--- src/rtl/tracking_multi.sv ---
// ---------------------------------------------------------------------------
// tracking_multi
//   Multi-target colour tracker. Classifies each pixel of a raster RGB stream
//   against NUM_TARGETS colour targets, accumulates one bounding box per
//   target per frame, snapshots the boxes into a result bank at end of frame
//   and drains the bank one target per beat over a valid/ready interface.
//
// Ports
//   clock, reset        system clock, asynchronous active-low reset
//   in_wr_en            pixel valid (accepted when in_full=0)
//   oR, oG, oB          8-bit pixel colour channels
//   in_full             pixel backpressure (high while committing a frame)
//   target_chan         2 bits per target: 0=R, 1=G, 2=B, 3=disabled
//   out_valid/out_ready result beat handshake
//   out_id              target index of the current beat
//   found               target reached MIN_PIXELS matches this frame
//   center_x/center_y   bounding box centre
//   width/height        bounding box extent
//
// Optional feature, enabled by defining TRACKING_MULTI_SOF_EN:
//   in_sof              start-of-frame marker; the pixel is taken as (0,0) and
//                       the partial frame in progress is discarded
//   sof_resync_cnt      saturating count of in_sof seen away from (0,0)
// ---------------------------------------------------------------------------
module tracking_multi #(
    parameter int WIDTH       = 720,
    parameter int HEIGHT      = 540,
    parameter int NUM_TARGETS = 4,
    parameter int HI_THRESH   = 200,
    parameter int LO_THRESH   = 60,
    parameter int MIN_PIXELS  = 4
) (
    input  logic                     clock,
    input  logic                     reset,
    input  logic                     in_wr_en,
    input  logic [7:0]               oR,
    input  logic [7:0]               oG,
    input  logic [7:0]               oB,
`ifdef TRACKING_MULTI_SOF_EN
    input  logic                     in_sof,
    output logic [7:0]               sof_resync_cnt,
`endif
    output logic                     in_full,
    input  logic [2*NUM_TARGETS-1:0] target_chan,
    output logic                     out_valid,
    input  logic                     out_ready,
    output logic [2:0]               out_id,
    output logic                     found,
    output logic [11:0]              center_x,
    output logic [11:0]              center_y,
    output logic [11:0]              width,
    output logic [11:0]              height
);

    typedef enum logic {ACCUM, COMMIT} acc_state_t;
    typedef enum logic {IDLE, SEND}    drain_state_t;

    function automatic logic pix_match(input logic [1:0] chan, input logic [7:0] r,
                                       input logic [7:0] g, input logic [7:0] b);
        logic [7:0] key;
        logic [7:0] o1;
        logic [7:0] o2;
        logic       en;
        key = r;
        o1  = g;
        o2  = b;
        en  = 1'b1;
        case (chan)
            2'd0:    begin key = r; o1 = g; o2 = b; end
            2'd1:    begin key = g; o1 = r; o2 = b; end
            2'd2:    begin key = b; o1 = r; o2 = g; end
            default: en = 1'b0;
        endcase
        return en && (key >= 8'(HI_THRESH)) && (o1 <= 8'(LO_THRESH)) && (o2 <= 8'(LO_THRESH));
    endfunction

    function automatic logic [19:0] sat_inc20(input logic [19:0] v);
        return (v == 20'hFFFFF) ? v : v + 20'd1;
    endfunction

    acc_state_t   acc_state, acc_state_nxt;
    drain_state_t drain_state, drain_state_nxt;

    logic        accept;
    logic        sof_acc;
    logic        is_last;
    logic        commit_fire;
    logic        beat_fire;
    logic        last_beat;
    logic [11:0] x_cnt, y_cnt;
    logic [11:0] pos_x, pos_y;

    logic [NUM_TARGETS-1:0] match_p0;
    logic [NUM_TARGETS-1:0] match_p1;
    logic                   vld_p1;
    logic                   sof_p1;
    logic [11:0]            x_p1, y_p1;

    logic [11:0] acc_min_x [NUM_TARGETS];
    logic [11:0] acc_max_x [NUM_TARGETS];
    logic [11:0] acc_min_y [NUM_TARGETS];
    logic [11:0] acc_max_y [NUM_TARGETS];
    logic [19:0] acc_cnt   [NUM_TARGETS];
    logic [11:0] nxt_min_x [NUM_TARGETS];
    logic [11:0] nxt_max_x [NUM_TARGETS];
    logic [11:0] nxt_min_y [NUM_TARGETS];
    logic [11:0] nxt_max_y [NUM_TARGETS];
    logic [19:0] nxt_cnt   [NUM_TARGETS];
    logic [11:0] bank_min_x [NUM_TARGETS];
    logic [11:0] bank_max_x [NUM_TARGETS];
    logic [11:0] bank_min_y [NUM_TARGETS];
    logic [11:0] bank_max_y [NUM_TARGETS];
    logic [19:0] bank_cnt   [NUM_TARGETS];

    logic [11:0] sel_min_x, sel_max_x, sel_min_y, sel_max_y;
    logic [19:0] sel_cnt;
    logic [12:0] sum_x, sum_y;

    assign accept = in_wr_en & ~in_full;

`ifdef TRACKING_MULTI_SOF_EN
    assign sof_acc = accept & in_sof;
`else
    assign sof_acc = 1'b0;
`endif

    // A start-of-frame pixel is forced to the origin regardless of the counters.
    assign pos_x   = sof_acc ? 12'd0 : x_cnt;
    assign pos_y   = sof_acc ? 12'd0 : y_cnt;
    assign is_last = (pos_x == 12'(WIDTH - 1)) && (pos_y == 12'(HEIGHT - 1));

    always_comb begin
        for (int k = 0; k < NUM_TARGETS; k++) begin
            match_p0[k] = pix_match(target_chan[2*k +: 2], oR, oG, oB);
        end
    end

    // ---- stage 0 -> 1: raster position and per-target match ----
    always_ff @(posedge clock or negedge reset) begin
        if (!reset) begin
            x_cnt    <= '0;
            y_cnt    <= '0;
            vld_p1   <= 1'b0;
            sof_p1   <= 1'b0;
            match_p1 <= '0;
            x_p1     <= '0;
            y_p1     <= '0;
        end else begin
            vld_p1   <= accept;
            sof_p1   <= sof_acc;
            match_p1 <= accept ? match_p0 : '0;
            x_p1     <= pos_x;
            y_p1     <= pos_y;
            if (accept) begin
                if (pos_x == 12'(WIDTH - 1)) begin
                    x_cnt <= '0;
                    y_cnt <= (pos_y == 12'(HEIGHT - 1)) ? 12'd0 : pos_y + 12'd1;
                end else begin
                    x_cnt <= pos_x + 12'd1;
                    y_cnt <= pos_y;
                end
            end
        end
    end

`ifdef TRACKING_MULTI_SOF_EN
    always_ff @(posedge clock or negedge reset) begin
        if (!reset) begin
            sof_resync_cnt <= '0;
        end else if (sof_acc && ((x_cnt != 12'd0) || (y_cnt != 12'd0)) &&
                     (sof_resync_cnt != 8'hFF)) begin
            sof_resync_cnt <= sof_resync_cnt + 8'd1;
        end
    end
`endif

    // Next accumulator values including the pixel in stage 1. The snapshot
    // takes these directly, so the final pixel of a frame is included without
    // waiting an extra cycle for the pipeline to drain.
    always_comb begin
        for (int k = 0; k < NUM_TARGETS; k++) begin
            if (sof_p1) begin
                nxt_min_x[k] = '1;
                nxt_max_x[k] = '0;
                nxt_min_y[k] = '1;
                nxt_max_y[k] = '0;
                nxt_cnt[k]   = '0;
            end else begin
                nxt_min_x[k] = acc_min_x[k];
                nxt_max_x[k] = acc_max_x[k];
                nxt_min_y[k] = acc_min_y[k];
                nxt_max_y[k] = acc_max_y[k];
                nxt_cnt[k]   = acc_cnt[k];
            end
            if (vld_p1 && match_p1[k]) begin
                if (x_p1 < nxt_min_x[k]) nxt_min_x[k] = x_p1;
                if (x_p1 > nxt_max_x[k]) nxt_max_x[k] = x_p1;
                if (y_p1 < nxt_min_y[k]) nxt_min_y[k] = y_p1;
                if (y_p1 > nxt_max_y[k]) nxt_max_y[k] = y_p1;
                nxt_cnt[k] = sat_inc20(nxt_cnt[k]);
            end
        end
    end

    // ---- stage 1 -> 2: accumulator update / clear on commit ----
    always_ff @(posedge clock or negedge reset) begin
        if (!reset) begin
            for (int k = 0; k < NUM_TARGETS; k++) begin
                acc_min_x[k] <= '1;
                acc_max_x[k] <= '0;
                acc_min_y[k] <= '1;
                acc_max_y[k] <= '0;
                acc_cnt[k]   <= '0;
            end
        end else begin
            for (int k = 0; k < NUM_TARGETS; k++) begin
                if (commit_fire) begin
                    acc_min_x[k] <= '1;
                    acc_max_x[k] <= '0;
                    acc_min_y[k] <= '1;
                    acc_max_y[k] <= '0;
                    acc_cnt[k]   <= '0;
                end else begin
                    acc_min_x[k] <= nxt_min_x[k];
                    acc_max_x[k] <= nxt_max_x[k];
                    acc_min_y[k] <= nxt_min_y[k];
                    acc_max_y[k] <= nxt_max_y[k];
                    acc_cnt[k]   <= nxt_cnt[k];
                end
            end
        end
    end

    // Bank contents are only observed while draining, so they carry no reset.
    always_ff @(posedge clock) begin
        if (commit_fire) begin
            for (int k = 0; k < NUM_TARGETS; k++) begin
                bank_min_x[k] <= nxt_min_x[k];
                bank_max_x[k] <= nxt_max_x[k];
                bank_min_y[k] <= nxt_min_y[k];
                bank_max_y[k] <= nxt_max_y[k];
                bank_cnt[k]   <= nxt_cnt[k];
            end
        end
    end

    // Bank is full exactly while the drain FSM is sending.
    assign commit_fire = (acc_state == COMMIT) && (drain_state == IDLE);
    assign in_full     = (acc_state == COMMIT);
    assign out_valid   = (drain_state == SEND);
    assign beat_fire   = out_valid & out_ready;
    assign last_beat   = (out_id == 3'(NUM_TARGETS - 1));

    always_ff @(posedge clock or negedge reset) begin
        if (!reset) begin
            acc_state   <= ACCUM;
            drain_state <= IDLE;
            out_id      <= '0;
        end else begin
            acc_state   <= acc_state_nxt;
            drain_state <= drain_state_nxt;
            if (beat_fire) begin
                out_id <= last_beat ? 3'd0 : out_id + 3'd1;
            end
        end
    end

    always_comb begin
        acc_state_nxt = acc_state;
        case (acc_state)
            ACCUM:   if (accept && is_last) acc_state_nxt = COMMIT;
            COMMIT:  if (commit_fire) acc_state_nxt = ACCUM;
            default: acc_state_nxt = ACCUM;
        endcase
    end

    always_comb begin
        drain_state_nxt = drain_state;
        case (drain_state)
            IDLE:    if (commit_fire) drain_state_nxt = SEND;
            SEND:    if (beat_fire && last_beat) drain_state_nxt = IDLE;
            default: drain_state_nxt = IDLE;
        endcase
    end

    always_comb begin
        sel_min_x = '0;
        sel_max_x = '0;
        sel_min_y = '0;
        sel_max_y = '0;
        sel_cnt   = '0;
        for (int k = 0; k < NUM_TARGETS; k++) begin
            if (out_id == 3'(k)) begin
                sel_min_x = bank_min_x[k];
                sel_max_x = bank_max_x[k];
                sel_min_y = bank_min_y[k];
                sel_max_y = bank_max_y[k];
                sel_cnt   = bank_cnt[k];
            end
        end
        sum_x    = {1'b0, sel_min_x} + {1'b0, sel_max_x};
        sum_y    = {1'b0, sel_min_y} + {1'b0, sel_max_y};
        found    = 1'b0;
        center_x = '0;
        center_y = '0;
        width    = '0;
        height   = '0;
        if ((drain_state == SEND) && (sel_cnt >= 20'(MIN_PIXELS))) begin
            found    = 1'b1;
            center_x = sum_x[12:1];
            center_y = sum_y[12:1];
            width    = sel_max_x - sel_min_x + 12'd1;
            height   = sel_max_y - sel_min_y + 12'd1;
        end
    end

endmodule

--- config.mk ---
export PLATFORM = sky130hd
export DESIGN_NAME = tracking_multi
export DESIGN_NICKNAME = d
export VERILOG_FILES = /design/src/rtl/tracking_multi.sv
export SDC_FILE = /design/constraint.sdc
export NUM_CORES = 1
export LEC_CHECK = 0
export CAP_MARGIN = 20
export CORE_MARGIN = 4
export CORE_UTILIZATION = 30
export DETAILED_ROUTE_END_ITERATION = 6
export PLACE_DENSITY = 0.42
export RECOVER_POWER = 25
export SYNTH_ARGS = -nofsm -noshare
export SYNTH_HDL_FRONTEND = slang
export SYNTH_SLANG_ARGS = --single-unit
--- constraint.sdc ---
create_clock -name clock -period 15.9 [get_ports clock]
set_input_delay 3.975 -clock clock [delete_from_list [all_inputs] [get_ports clock]]
set_output_delay 3.975 -clock clock [all_outputs]
set_load 0.05 [all_outputs]
# Word-level counts from Yosys, hierarchy flattened
# Memories as Yosys holds them, arrays and structs flattened.
# Index checks and enable logic that the tools add are counted.
# op_classes
add_sub_neg	13
mul	0
div	0
order_cmp	29
n_eq_ne	17
n_shift	0
mux	112
bitwise_logic	4
reduce_logical	35
# ops
operator	count
$mux W12	70
$mux W20	16
$gt A12 B12 Y1	8
$lt A12 B12 Y1	8
$add A20 B1 Y20 const B	4
$eq A20 B20 Y1 const B	4
$le A8 B6 Y1 const B	8
$mux W8	8
$pmux W8 S2	4
$add A12 B1 Y12 const B	4
$ge A8 B8 Y1 const B	4
$add A12 B12 Y13	2
$eq A12 B10 Y1 const B	2
$sub A12 B12 Y12	2
$logic_and A1 B1 Y1	21
$ge A20 B3 Y1 const B	1
$reduce_or A3 Y1	4
$mux W1	10
$eq A2 B1 Y1 const B	4
$eq A2 B2 Y1 const B	4
$logic_not A2 Y1	4
$reduce_or A2 Y1	4
$eq A3 B2 Y1 const B	2
$mux W4	1
other kinds (8)	11
# word_totals
register_bits	330
latchBits	0
mem_bits_rw	272
rom_bits	0
inputBits	36
out_inout_bits	54
word_cells	244
memories	5
# mem_list
name	depth	width	rd	rd_clocked_by_memory_dff	write_ports	line_no	text
bank_cnt	4	20	4	0	4	113	logic [19:0] bank_cnt [NUM_TARGETS];
bank_max_x	4	12	4	0	4	110	logic [11:0] bank_max_x [NUM_TARGETS];
bank_max_y	4	12	4	0	4	112	logic [11:0] bank_max_y [NUM_TARGETS];
bank_min_x	4	12	4	0	4	109	logic [11:0] bank_min_x [NUM_TARGETS];
bank_min_y	4	12	4	0	4	111	logic [11:0] bank_min_y [NUM_TARGETS];

# Depth between registers and ports, before layout
# Gate-level depths: netlist (run 1).
# depth
word_depth	8
mapped_depth	19
mapped_depth_nobuf	17

# Worst setup path after synthesis (run 1)
# Ideal clock, no wire load.
# synth_timing
kind	register -> output
startpoint	register out_id[1]
endpoint	output port width[11]
arrival_time_ns	4.867
required_time_ns	11.925
setup_slack_ns	7.058
stages_incl_launch_ff	20
n_path_buf	2
path_cell_list	dfrtp_1 -> inv_1 -> ha_1 -> nor2b_1 -> clkbuf_1 -> clkbuf_1 -> a221oi_1 -> nor3_1 -> a21oi_1 -> inv_1 -> ha_1 -> inv_1 -> ha_1 -> fa_1 -> a21oi_1 -> o211ai_1 -> o41ai_1 -> mux2i_1 -> xnor2_1 -> nor2_1
# synth_via
elab_chain_cells	8
elab_cells_between_ends	21
classes_between	2 x add/sub; 1 x order compare; 3 x eq/ne; 13 x mux; 2 x reduce/logical
# synth_rtl
element	line_no	text
start: declaration	47	output logic [2:0] out_id,
start signal: assignment	263	out_id <= last_beat ? 3'd0 : out_id + 3'd1;
$logic_not A3 Y1	293	if (out_id == 3'(k)) begin
$mux W12 / $mux W20 (equally long branches) (4 in a row)	293	
$sub A12 B12 Y12 / $ge A20 B3 Y1 (equally long branches)	312, 308	
$add A12 B1 Y12 / $logic_and A1 B1 Y1 (equally long branches)	312, 308	
$mux W12 *	308	if ((drain_state == SEND) && (sel_cnt >= 20'(MIN_PIXELS))) begin
end: declaration	51	output logic [11:0] width,
# Every way passes the cells marked *; elsewhere a longest branch is shown, timed or not.

# Worst setup path in the final report (run 1)
# layout_timing
startpoint	register out_id[0]
endpoint	output port height[11]
# layout_via
elab_chain_cells	8
elab_cells_between_ends	21
classes_between	2 x add/sub; 1 x order compare; 3 x eq/ne; 13 x mux; 2 x reduce/logical
# layout_rtl
element	line_no	text
$logic_not A3 Y1	293	
$mux W12 / $mux W20 (equally long branches) (4 in a row)	293	
$sub A12 B12 Y12 / $ge A20 B3 Y1 (equally long branches)	313, 308	
$add A12 B1 Y12 / $logic_and A1 B1 Y1 (equally long branches)	313, 308	
$mux W12 *	308	
end: declaration	52	output logic [11:0] height
# Marks and branches as above.

==> run summary, run 1 <==
RUN STATUS
------------------------------------------------------------------------------------------
Status ...................................................................... finished, violations left
Violated checks ............................................................. capacitance limit, slew limit

FINISH
------------------------------------------------------------------------------------------
Leading cell type in the layout, fill and taps excluded ..................... sky130_fd_sc_hd__ha_1
Non-filler cells in the finished layout .....................................         4481
Layout cells sized above 1 ..................................................       14.95%
Net count, final ............................................................         3330
Most used cells in the layout excluding fill and tap cells .................. 272 x sky130_fd_sc_hd__ha_1, 264 x sky130_fd_sc_hd__edfxtp_1, 258 x sky130_fd_sc_hd__inv_1
Area growth from synthesis to final layout ..................................       15.33%

SYNTHESIS
------------------------------------------------------------------------------------------
Mapped cell area ............................................................  32330 sq um
Largest family of logic cells by synthesized area ........................... simple AND/OR/NAND/NOR gates
Syn_area_per_cell ...........................................................  11.13 sq um
Share of synthesized cell area in full adder, half adder and majority cells .       10.77%
Post-synthesis share of cell area spent on and, or, nand and nor gates ......       14.96%
Number of unique standard cell types used by synthesis ......................           69
Synthesized net count .......................................................         3216
Number of flip-flops and latches in the synthesized netlist .................          594
Multiplexer area fraction after synthesis ...................................       8.022%
Share of the synthesized netlist area taken by xor and xnor gates ...........       2.573%
Most used DFF post-synth .................................................... sky130_fd_sc_hd__edfxtp_1
Leading post-synthesis cells by cell area ................................... sky130_fd_sc_hd__edfxtp_1 25%, sky130_fd_sc_hd__dfrtp_1 18%, sky130_fd_sc_hd__ha_1 11%
Post-synthesis async set-or-reset flop share ................................       55.56%
Yosys warns .................................................................            0
Largest area contributor in the synthesized netlist ......................... sky130_fd_sc_hd__edfxtp_1
Sequential share of the synthesized area ....................................       50.43%
Fraction of post-synthesis cell area in the top cell type by area ...........       24.52%
Fraction of the mapped netlist area in compound gates .......................       9.078%
Count of flip-flops with a built-in enable after synthesis ..................          264
Synthesized instance count ..................................................         2904

ROUTING
------------------------------------------------------------------------------------------
Number of vias in the routed layout .........................................        21940
Length of the first detailed-routing pass in iterations .....................            7
Final routed wirelength across all metal layers .............................     86.48 mm
Avg Vias per Cell ...........................................................        4.895
Antenna Violating Nets Remaining ............................................            0
DRC violations left .........................................................            0
Wirelength per Cell .........................................................     19.30 um
DR iter-0 viols .............................................................         1151

CRITICAL PATH
------------------------------------------------------------------------------------------
Max stage delay on crit path ................................................       810 ps
Data arrival time of the critical path ......................................      6440 ps
Element type at the critical path start .....................................     register
Ordered cell list for the critical path ..................................... ha_1 > inv_1 > nor2_4 > buf_4 > nor3_1 > a21oi_1 > inv_1 > ha_1 > inv_1 > ha_1 > fa_1 > a21oi_1 > o211ai_1 > o41ai_1 > mux2i_1 > xnor2_1 > nor2_1 > clkdlybuf4s50_1
Req. time, crit path ........................................................     11930 ps
Crit path capture type ......................................................   output pin
Worst path top cell family by delay ......................................... buffers and inverters
Critical path's slowest cell ................................................ sky130_fd_sc_hd__clkdlybuf4s50_1
Buffers plus inverters on the worst setup path ..............................            5
Crit path max fanout ........................................................           81
Startpoint-to-endpoint class of the critical path ...........................      reg2out
Reg2reg setup slack .........................................................      6000 ps

TIMING
------------------------------------------------------------------------------------------
Post-route minimum period ...................................................     10420 ps
RSZ-0062 raised after global routing ........................................           no
Setup Viol. Count Final .....................................................            0
Maximum clock skew at final layout ..........................................     26.07 ps
Share of the clock period used by the worst path ............................       65.52%
Transition at the pin with the smallest max-transition slack ................      5689 ps
Achievable Freq .............................................................    95.99 MHz
Worst slew slack as a fraction of its limit .................................      -281.3%
Number of hold-slack violations in the final timing report ..................            0
Final total negative setup slack ............................................         0 ps
Final-report max-slew violation count .......................................          266

GLOBAL ROUTE
------------------------------------------------------------------------------------------
GRT Resource Usage Total ....................................................       15.36%
Global-route wire length before repair ......................................     135.0 mm
Pin count of the biggest net entering global routing ........................          132
Gr ovfl total ...............................................................            0
Vias in the first global route ..............................................        22780
Antenna violations before repair ............................................            5

DIE
------------------------------------------------------------------------------------------
Number of cell rows .........................................................          120
Initial Util ................................................................       30.20%
Core Area ................................................................... 107100 sq um
IO Count ....................................................................           90
Total die area .............................................................. 113100 sq um
Die extent in x .............................................................     336.3 um
Vertical die dimension ......................................................     336.3 um

CTS
------------------------------------------------------------------------------------------
Num CTS Buffers .............................................................           70
CTS resizes .................................................................            0
Clock-pin slew on the worst setup and hold paths ............................        60 ps
Clock tree from TritonCTS ...................................................          yes
TritonCTS Sinks .............................................................          594
Buffer cell driving the clock tree root ..................................... sky130_fd_sc_hd__clkbuf_16
Clock latency at the later pin of the worst-skew pair .......................       620 ps
Hold bufs inserted after CTS ................................................            0
Maximum buffer depth of the clock tree ......................................            3
Total setup buffers inserted after CTS ......................................            0
H-Tree Depth ................................................................            3

POWER
------------------------------------------------------------------------------------------
Maximum vdd ir drop .........................................................  0.0001298 V
Leakage power ...............................................................     15.36 nW
Power density over the cells ................................................ 162.4 nW/um^2

PLACE
------------------------------------------------------------------------------------------
Placed instance count .......................................................         4347
Count of buffers from port buffering ........................................           89
DP HPWL .....................................................................     58.16 mm
Gp weighted congestion ......................................................       0.7985

WORST HOLD PATH
------------------------------------------------------------------------------------------
Type of the tightest min-delay check ........................................      reg2reg

JOB
------------------------------------------------------------------------------------------
Maxcap violations ...........................................................            3

## report_power, final
| group | internal [mW] | switching [mW] | total [mW] |
|---|---|---|---|
| Sequential | 1.65 | 0.0613 | 1.71 |
| Combinational | 1.09 | 1.65 | 2.74 |
| Clock | 0.950 | 0.656 | 1.61 |
| Total | 3.69 | 2.37 | 6.06 |
## cell families after synthesis
family | count (synthesis)
flops | 594
fa+ha+maj | 276
compound gates | 440
xor+xnor | 95
simple gates | 914
buf+inv | 352
mux | 233
## state kept, by name, summed over array words and instances, names as in the netlist, 4 cells and up
signal	count
acc_cnt	80
bank_cnt	72
acc_max_x	48
acc_max_y	48
acc_min_x	48
acc_min_y	48
bank_max_x	48
bank_max_y	48
bank_min_x	48
bank_min_y	48
pos_x	12
pos_y	12
x_p1	12
y_p1	12
match_p1	4
## synthesized netlist by cell type, types with 22 or more instances
cell type,n
sky130_fd_sc_hd__ha_1,272
sky130_fd_sc_hd__edfxtp_1,264
sky130_fd_sc_hd__inv_1,259
sky130_fd_sc_hd__dfrtp_1,234
sky130_fd_sc_hd__mux2_2,205
sky130_fd_sc_hd__nand2_1,178
sky130_fd_sc_hd__nor2_1,177
sky130_fd_sc_hd__and2_1,153
sky130_fd_sc_hd__o21ai_0,110
sky130_fd_sc_hd__nand2b_1,106
sky130_fd_sc_hd__a21oi_1,100
sky130_fd_sc_hd__dfstp_2,96
sky130_fd_sc_hd__clkbuf_1,68
sky130_fd_sc_hd__nor3_1,68
sky130_fd_sc_hd__nand4_1,57
sky130_fd_sc_hd__xor2_1,52
sky130_fd_sc_hd__a21o_1,46
sky130_fd_sc_hd__nand3_1,44
sky130_fd_sc_hd__xnor2_1,43
sky130_fd_sc_hd__mux2i_1,27
sky130_fd_sc_hd__a221oi_1,26
sky130_fd_sc_hd__a211oi_1,25
sky130_fd_sc_hd__a221o_1,24
sky130_fd_sc_hd__nor2b_1,24
sky130_fd_sc_hd__nor4_1,24
sky130_fd_sc_hd__and3_1,22
## final timing paths
kind                            from               end  cells past startpoint
max reg2reg                out_valid  bank_max_y[3][7]                      4
min in group asynchronous      reset       acc_cnt[30]                      1
max                        out_id[0]        height[11]                     18
min                        pos_y[11]          y_p1[11]                      0
min reg2reg                pos_y[11]          y_p1[11]                      0
max in group asynchronous      reset      acc_max_x[0]                      4
## layout make-up
class                   instances  area (sq um)
inverters                     259         973.4
well taps                    1403          1755
diodes                          2         5.005
flip-flops and latches        594         16310
multi-input cells            1958         14740
clock buffers                  99          2016
fillers                     10620         69760
repair buffers                135          1237
clock inverters                31         264.0
## worst register-to-register path: stages (launching register included)
cell and delay (ps):
sky130_fd_sc_hd__dfrtp_1 560, sky130_fd_sc_hd__nand2b_1 1130, sky130_fd_sc_hd__clkinvlp_2 5060, sky130_fd_sc_hd__buf_4 2090, sky130_fd_sc_hd__buf_4 640
## layer usage
layer  global-route usage, %  vias up  share of wire (%)
li1                        -    10570                  -
met1                   21.18    10870                 48
met2                   24.79      367                 46
met3                   2.830      126                4.5
met4                   4.211        4                2.3
met5                       0        -              0.035
## metrics by stage
step / hold slack, ps / worst slack, ps / util, % / cell area (sq um) / power, mW
3_3_place_gp: 425.1 / 5974 / 32.70 / 35010 / 4.485
5_1_grt: 449.0 / 4808 / 34.83 / 37290 / 6.542
4_1_cts: 423.5 / 5280 / 34.84 / 37300 / 6.154
2_1_floorplan: 393.1 / 7058 / - / 32330 / 3.732
6_report: 422.0 / 5482 / 34.84 / 37290 / 6.057
3_5_place_dp: 424.0 / 5959 / 32.71 / 35020 / 4.498
Power figures use the tool's default switching activity.
==> inputs of run 2 (changes only) <==
--- a/config.mk
+++ b/config.mk
@@ -9,7 +9,7 @@
 export CORE_MARGIN = 4
 export CORE_UTILIZATION = 30
 export DETAILED_ROUTE_END_ITERATION = 6
-export PLACE_DENSITY = 0.42
+export PLACE_DENSITY = 0.43
 export RECOVER_POWER = 25
 export SYNTH_ARGS = -nofsm -noshare
 export SYNTH_HDL_FRONTEND = slang
==> constraint.sdc (replaced) <==
create_clock -name clock -period 9.3 [get_ports clock]
set_input_delay 2.325 -clock clock [delete_from_list [all_inputs] [get_ports clock]]
set_output_delay 2.325 -clock clock [all_outputs]
set_load 0.05 [all_outputs]
==> run 2 against run 1 <==
The run still ends with capacitance limit, slew limit left. Clock skew fell by 9.1 ps. Register-to-register slack lost 2100 ps. Cell count up 0.25%. Via count down 0.34%. Sequential share of layout area fell by 0.29 points.
==> run summary, run 2 (same netlist as run 1, synthesis figures left out) <==
TIMING
---------------------------------------------------------------------------
Worst slew slack as a fraction of its limit ..................      -314.7%   -33 points
Final-report max-slew violation count ........................          305   +15%
Maximum clock skew at final layout ...........................     16.95 ps   -9.114 ps
Achievable Freq ..............................................    117.2 MHz
Transition at the pin with the smallest max-transition slack .      6220 ps   +531.7 ps
Number of hold-slack violations in the final timing report ...            0   unchanged
Post-route minimum period ....................................      8531 ps
Share of the clock period used by the worst path .............       91.73%
Worst-case hold slack ........................................     449.4 ps   +27.37 ps
RSZ-0062 raised after global routing .........................           no
Final total negative setup slack .............................         0 ps   unchanged
Setup WS post-layout .........................................     768.8 ps   -4714 ps
Setup Viol. Count Final ......................................            0   unchanged

JOB
---------------------------------------------------------------------------
Maxcap violations ............................................            4   +1

DIE
---------------------------------------------------------------------------
IO Count .....................................................           90   unchanged
Initial Util .................................................       30.20%   unchanged
Vertical die dimension .......................................     336.3 um   unchanged
Number of cell rows ..........................................          120   unchanged
Core Area .................................................... 107100 sq um   unchanged
Total die area ............................................... 113100 sq um   unchanged
Die extent in x ..............................................     336.3 um   unchanged

POWER
---------------------------------------------------------------------------
Power density over the cells ................................. 279.4 nW/um^2   +72%
Psw ..........................................................     4.025 mW   +70%
Proportion of total power due to net switching ...............       38.37%   -0.68 points
Maximum vdd ir drop ..........................................  0.0001767 V   +36%
Tot Pwr ......................................................     10.49 mW   +73%
Total internal power .........................................     6.465 mW   +75%
Clock power frac .............................................        27.6%   +1.1 points
Share of power burned in combinational logic .................        44.8%   -0.4 points
Leakage power ................................................     15.52 nW   +1.0%
Register share of total power ................................        27.6%   -0.7 points

GLOBAL ROUTE
---------------------------------------------------------------------------
Vias in the first global route ...............................        22890   +0.50%
Gr ovfl total ................................................            0   unchanged
Antenna violations before repair .............................            3   -2
Pin count of the biggest net entering global routing .........          123   -6.8%
GRT Resource Usage Total .....................................       15.60%   +0.24 points
Global-route wire length before repair .......................     137.6 mm   +2.0%

WORST HOLD PATH
---------------------------------------------------------------------------
Type of the tightest min-delay check .........................      reg2reg

FINISH
---------------------------------------------------------------------------
Finished Cell Area ...........................................  37540 sq um   +0.67%
Net count, final .............................................         3341   +0.33%
Fill count ...................................................        10590   -0.35%
Register Area ................................................  16310 sq um   unchanged
Area growth from synthesis to final layout ...................       16.11%
Most used cells in the layout excluding fill and tap cells ... 272 x sky130_fd_sc_hd__ha_1, 264 x sky130_fd_sc_hd__edfxtp_1, 258 x sky130_fd_sc_hd__inv_1
Layout cells sized above 1 ...................................       15.86%   +0.91 points
Max reg flops ................................................           80   unchanged
Multi-input gate area ........................................  14750 sq um   about the same
Number of antenna diodes .....................................            0   -2
Biggest register .............................................      acc_cnt
Top flop regs ................................................ acc_cnt: 80 flops, bank_cnt: 72 flops
Leading cell type in the layout, fill and taps excluded ...... sky130_fd_sc_hd__ha_1

ROUTING
---------------------------------------------------------------------------
Antenna Violating Nets Remaining .............................            0   unchanged
Final routed wirelength across all metal layers ..............     87.51 mm   +1.2%
DRC violations left ..........................................            0   unchanged
Wirelength per Cell ..........................................     19.48 um   +0.94%
Number of vias in the routed layout ..........................        21860   -0.34%
DR iter-0 viols ..............................................          992   -14%
Length of the first detailed-routing pass in iterations ......            5   -2
Avg Vias per Cell ............................................        4.866   -0.59%

PLACE
---------------------------------------------------------------------------
DP HPWL ......................................................     60.54 mm   +4.1%
Worst slack at placement .....................................      1342 ps   -4618 ps
Area post-placement ..........................................  35130 sq um   +0.32%
Count of buffers from port buffering .........................           89   unchanged
Gp weighted congestion .......................................       0.8365   +4.8%

CTS
---------------------------------------------------------------------------
Hold bufs inserted after CTS .................................            0   unchanged
Clock-pin slew on the worst setup and hold paths .............        60 ps   about the same
Clock latency at the later pin of the worst-skew pair ........       610 ps   about the same
Clock tree from TritonCTS ....................................          yes
H-Tree Depth .................................................            3   unchanged
Buffer cell driving the clock tree root ...................... sky130_fd_sc_hd__clkbuf_16
Total setup buffers inserted after CTS .......................            0   unchanged
Num CTS Buffers ..............................................           73   +4.3%
CTS resizes ..................................................            0   unchanged
TritonCTS Sinks ..............................................          594   unchanged
Maximum buffer depth of the clock tree .......................            3   unchanged

RUN STATUS
---------------------------------------------------------------------------
Status ....................................................... finished, violations left
Violated checks .............................................. capacitance limit, slew limit

CRITICAL PATH
---------------------------------------------------------------------------
Element type at the critical path start ......................     register
Crit path capture type .......................................   output pin
Reg2reg setup slack ..........................................      3930 ps   -2070 ps
Req. time, crit path .........................................      6980 ps   -4950 ps
Data arrival time of the critical path .......................      6210 ps   -230 ps
Startpoint-to-endpoint class of the critical path ............      reg2out
Crit path max fanout .........................................           26   -68%

[run 2: cell types whose count changed in the layout (fill, tap and decap cells not counted), moves of 4 or more]
cell | before | now
sky130_fd_sc_hd__and2_0 | 41 | 25
sky130_fd_sc_hd__and2_1 | 112 | 128
sky130_fd_sc_hd__buf_4 | 39 | 46
sky130_fd_sc_hd__clkbuf_16 | 74 | 80
sky130_fd_sc_hd__clkbuf_8 | 7 | 3
sky130_fd_sc_hd__mux2_1 | 16 | 2
sky130_fd_sc_hd__mux2_2 | 189 | 203
[run 2: critical path, stage by stage, from the launching register on]
cell                              delay, ps
sky130_fd_sc_hd__dfrtp_1                440
sky130_fd_sc_hd__inv_1                  110
sky130_fd_sc_hd__ha_1                   250
sky130_fd_sc_hd__nor2b_4                510
sky130_fd_sc_hd__buf_4                  410
sky130_fd_sc_hd__a221oi_1               100
sky130_fd_sc_hd__nor3_1                 260
sky130_fd_sc_hd__a21oi_1                150
sky130_fd_sc_hd__ha_1                   340
sky130_fd_sc_hd__inv_1                   50
sky130_fd_sc_hd__ha_1                   220
sky130_fd_sc_hd__fa_1                   420
sky130_fd_sc_hd__a21oi_1                230
sky130_fd_sc_hd__o211ai_1               160
sky130_fd_sc_hd__o41ai_1                630
sky130_fd_sc_hd__mux2i_1                290
sky130_fd_sc_hd__xnor2_1                 80
sky130_fd_sc_hd__nor2_1                 100
sky130_fd_sc_hd__clkdlybuf4s50_1        820
[run 2: metrics by stage]
stage          util, %  std cells
4_1_cts          35.10       4492
2_1_floorplan        -       2904
6_report         35.07       4492
3_5_place_dp     32.82       4357
3_3_place_gp     32.78       4353
5_1_grt          35.07       4492
[run 2: area by class of cell]
type                            instances  share of cell area, %
Sequential cell                       594                  43.43
Tap cell                             1403                  4.676
Clock inverter                         33                 0.8665
Timing Repair Buffer                  143                  3.503
Inverter                              259                  2.610
Multi-Input combinational cell       1958                  39.28
Clock buffer                          102                  5.632
[run 2: worst paths after layout]
| check | startpoint | end | cells past startpoint |
|---|---|---|---|
| worst max register to register | out_valid | acc_max_x[12] | 4 |
| worst min-delay path | pos_y[11] | y_p1[11] | 0 |
| worst max-delay path | out_id[0] | height[11] | 18 |
| max in group asynchronous | reset | acc_cnt[8] | 1 |
| worst min register to register | pos_y[11] | y_p1[11] | 0 |
| min in group asynchronous | reset | acc_cnt[52] | 1 |
[run 2: power by group through the flow]
stage	Clock, mW	Sequential (mW)	Combinational [mW]
2_1_floorplan	0	2.96	3.38
5_1_grt	3.11	2.91	5.31
3_3_place_gp	0	2.94	4.68
6_report	2.90	2.90	4.70
4_1_cts	3.00	2.90	4.73
3_5_place_dp	0	2.94	4.70
[run 2: routing by layer]
metal / vias to the layer above / global-route usage, % / wire length [um]
li1: 10590 / - / -
met1: 10840 / 22.05 / 42990
met2: 329 / 25.23 / 39780
met3: 95 / 2.380 / 3344
met4: 0 / 3.568 / 1398
met5: - / 0 / 0
==> inputs of run 3 (changes only) <==
--- a/config.mk
+++ b/config.mk
@@ -6,10 +6,10 @@
 export NUM_CORES = 1
 export LEC_CHECK = 0
 export CAP_MARGIN = 20
-export CORE_MARGIN = 4
-export CORE_UTILIZATION = 30
+export CORE_MARGIN = 8
+export CORE_UTILIZATION = 40
 export DETAILED_ROUTE_END_ITERATION = 6
-export PLACE_DENSITY = 0.43
+export PLACE_DENSITY = 0.55
 export RECOVER_POWER = 25
 export SYNTH_ARGS = -nofsm -noshare
 export SYNTH_HDL_FRONTEND = slang
==> run 3 against run 2 <==
The run still ends with capacitance limit, slew limit left. Design area down 1.5%. Total power shrank 1.5%. Setup slack better by 280 ps. Sequential cell count did not move. Wire length is 5.9% lower. Largest cell class unchanged. Largest power group unchanged.
==> run summary, run 3 (same netlist as run 1, synthesis figures left out) <==
PLACE
---------------------------------------------------------------------------
DP HPWL ......................................................     56.50 mm   -6.7%
Count of buffers from port buffering .........................           89   unchanged
Worst slack at placement .....................................      1714 ps   +372.1 ps
Gp weighted congestion .......................................       0.8887   +6.2%
Area post-placement ..........................................  34620 sq um   -1.5%

TIMING
---------------------------------------------------------------------------
RSZ-0062 raised after global routing .........................           no
Achievable Freq ..............................................    121.2 MHz   +3.4%
Number of hold-slack violations in the final timing report ...            0   unchanged
Final total negative setup slack .............................         0 ps   unchanged
Transition at the pin with the smallest max-transition slack .      6151 ps   -69.68 ps
Post-route minimum period ....................................      8250 ps   -281.5 ps
Maximum clock skew at final layout ...........................     23.87 ps   +6.917 ps
Worst slew slack as a fraction of its limit ..................      -310.0%   +4.6 points
Share of the clock period used by the worst path .............       88.71%   -3.0 points
Setup WS post-layout .........................................      1050 ps   +281.5 ps
Setup Viol. Count Final ......................................            0   unchanged
Final-report max-slew violation count ........................          474   +55%

FINISH
---------------------------------------------------------------------------
Finished Cell Area ...........................................  36980 sq um   -1.5%
Multi-input gate area ........................................  14750 sq um   about the same
Area growth from synthesis to final layout ...................       14.35%
Biggest register .............................................      acc_cnt
Max reg flops ................................................           80   unchanged
Leading cell type in the layout, fill and taps excluded ...... sky130_fd_sc_hd__ha_1
Most used cells in the layout excluding fill and tap cells ... 272 x sky130_fd_sc_hd__ha_1, 264 x sky130_fd_sc_hd__edfxtp_1, 258 x sky130_fd_sc_hd__inv_1
Register Area ................................................  16310 sq um   unchanged
Layout cells sized above 1 ...................................       15.77%   -0.097 points
Fill count ...................................................         7331   -31%
Net count, final .............................................         3327   -0.42%
Number of antenna diodes .....................................            0   unchanged
Utilization after layout .....................................       46.05%   +11 points
Top flop regs ................................................ acc_cnt: 80 flops, bank_cnt: 72 flops

CTS
---------------------------------------------------------------------------
Maximum buffer depth of the clock tree .......................            3   unchanged
H-Tree Depth .................................................            3   unchanged
Clock-pin slew on the worst setup and hold paths .............        60 ps   about the same
Hold bufs inserted after CTS .................................            0   unchanged
Buffer cell driving the clock tree root ...................... sky130_fd_sc_hd__clkbuf_16
Num CTS Buffers ..............................................           68   -6.8%
Total setup buffers inserted after CTS .......................            0   unchanged
CTS resizes ..................................................            0   unchanged
Clock tree from TritonCTS ....................................          yes
TritonCTS Sinks ..............................................          594   unchanged
Clock latency at the later pin of the worst-skew pair ........       600 ps   about the same

JOB
---------------------------------------------------------------------------
Maxcap violations ............................................            4   unchanged

ROUTING
---------------------------------------------------------------------------
Avg Vias per Cell ............................................        5.374   +10%
Final routed wirelength across all metal layers ..............     82.31 mm   -5.9%
DR iter-0 viols ..............................................         1440   +45%
DRC violations left ..........................................            0   unchanged
Number of vias in the routed layout ..........................        22200   +1.5%
Antenna Violating Nets Remaining .............................            0   unchanged
Length of the first detailed-routing pass in iterations ......            6   +1
Wirelength per Cell ..........................................     19.93 um   +2.3%

GLOBAL ROUTE
---------------------------------------------------------------------------
Global-route wire length before repair .......................     129.0 mm   -6.3%
Vias in the first global route ...............................        22540   -1.6%
Antenna violations before repair .............................            1   -2
GRT Resource Usage Total .....................................       18.02%   +2.4 points
Gr ovfl total ................................................            0   unchanged
Pin count of the biggest net entering global routing .........          215   +75%

DIE
---------------------------------------------------------------------------
Vertical die dimension .......................................     300.3 um   -11%
Initial Util .................................................       40.27%   +10 points
IO Count .....................................................           90   unchanged
Number of cell rows ..........................................          104   -13%
Total die area ...............................................  90190 sq um   -20%
Core Area ....................................................  80290 sq um   -25%
Die extent in x ..............................................     300.3 um   -11%

CRITICAL PATH
---------------------------------------------------------------------------
Crit path capture type .......................................   output pin
Reg2reg setup slack ..........................................      2190 ps   -1740 ps
Req. time, crit path .........................................      6980 ps   about the same
Element type at the critical path start ......................     register
Startpoint-to-endpoint class of the critical path ............      reg2out
Data arrival time of the critical path .......................      5920 ps   -290 ps
Crit path max fanout .........................................           49   +88%

RUN STATUS
---------------------------------------------------------------------------
Violated checks .............................................. capacitance limit, slew limit
Status ....................................................... finished, violations left

POWER
---------------------------------------------------------------------------
Power density over the cells ................................. 279.4 nW/um^2   about the same
Leakage power ................................................     15.44 nW   -0.54%
Tot Pwr ......................................................     10.33 mW   -1.5%
Maximum vdd ir drop ..........................................  0.0002027 V   +15%

WORST HOLD PATH
---------------------------------------------------------------------------
Type of the tightest min-delay check .........................      reg2reg

==> run 3: cell types whose count changed in the layout (fill, tap and decap cells not counted), sizes merged <==
cell           before  now
clkinv             21   15
inv               264  262
clkdlybuf4s50      88   87
dlygate4sd3         0    1
clkdlybuf4s25       0    1
clkbuf            106  103
buf                51   42
==> run 3: routing by layer <==
metal / track usage, % / vias up / wire [um]
met4: 5.799 / 0 / 2327
met2: 27.65 / 467 / 36170
met3: 3.732 / 121 / 4847
met5: 0 / - / 0
li1: - / 10570 / -
met1: 25.39 / 11040 / 38970
==> run 3: worst max-delay path: stages, from the launching register on <==
cell and delay [ps]:
sky130_fd_sc_hd__dfrtp_1 410, sky130_fd_sc_hd__inv_1 90, sky130_fd_sc_hd__ha_1 220, sky130_fd_sc_hd__nor3b_2 160, sky130_fd_sc_hd__buf_4 490, sky130_fd_sc_hd__a221oi_1 190
sky130_fd_sc_hd__nor3_1 290, sky130_fd_sc_hd__a21oi_1 160, sky130_fd_sc_hd__ha_1 340, sky130_fd_sc_hd__inv_1 50, sky130_fd_sc_hd__ha_1 220, sky130_fd_sc_hd__fa_1 420
sky130_fd_sc_hd__a21oi_1 220, sky130_fd_sc_hd__o211ai_1 150, sky130_fd_sc_hd__o41ai_1 570, sky130_fd_sc_hd__mux2i_1 320, sky130_fd_sc_hd__xnor2_1 80, sky130_fd_sc_hd__nor2_1 90
sky130_fd_sc_hd__clkdlybuf4s50_1 820
==> run 3: path summary, 6_finish.rpt <==
path	from	endpoint	cells after the start
worst max-delay path	out_id[1]	height[11]	18
worst min-delay path	pos_y[11]	y_p1[11]	0
worst min register to register	pos_y[11]	y_p1[11]	0
max in group asynchronous	reset	acc_max_y[18]	1
worst max register to register	out_valid	bank_max_y[2][11]	3
min in group asynchronous	reset	acc_cnt[31]	1
==> run 3: per-stage QoR <==
stage                     std cells  hold slack, ps
after floorplan                2904           393.1
after global placement         3998           426.8
after detailed placement       4001           430.5
after CTS                      4126           448.1
after global routing           4130           456.5
final                          4130           444.7
==> run 3: layout make-up <==
cell class	instances	area share, %
timing repair buffer	134	3.424
clock inverter	25	0.8866
clock buffer	100	5.475
inverter	259	2.650
sequential	594	44.10
multi-input combinational	1958	39.88
tap	1060	3.587
==> run 3: power breakdown <==
part | switching [mW] | internal [mW] | total (mW)
clock | 1.09 | 1.69 | 2.78
sequential | 0.0715 | 2.83 | 2.90
combinational | 2.78 | 1.88 | 4.66
total | 3.94 | 6.39 | 10.3
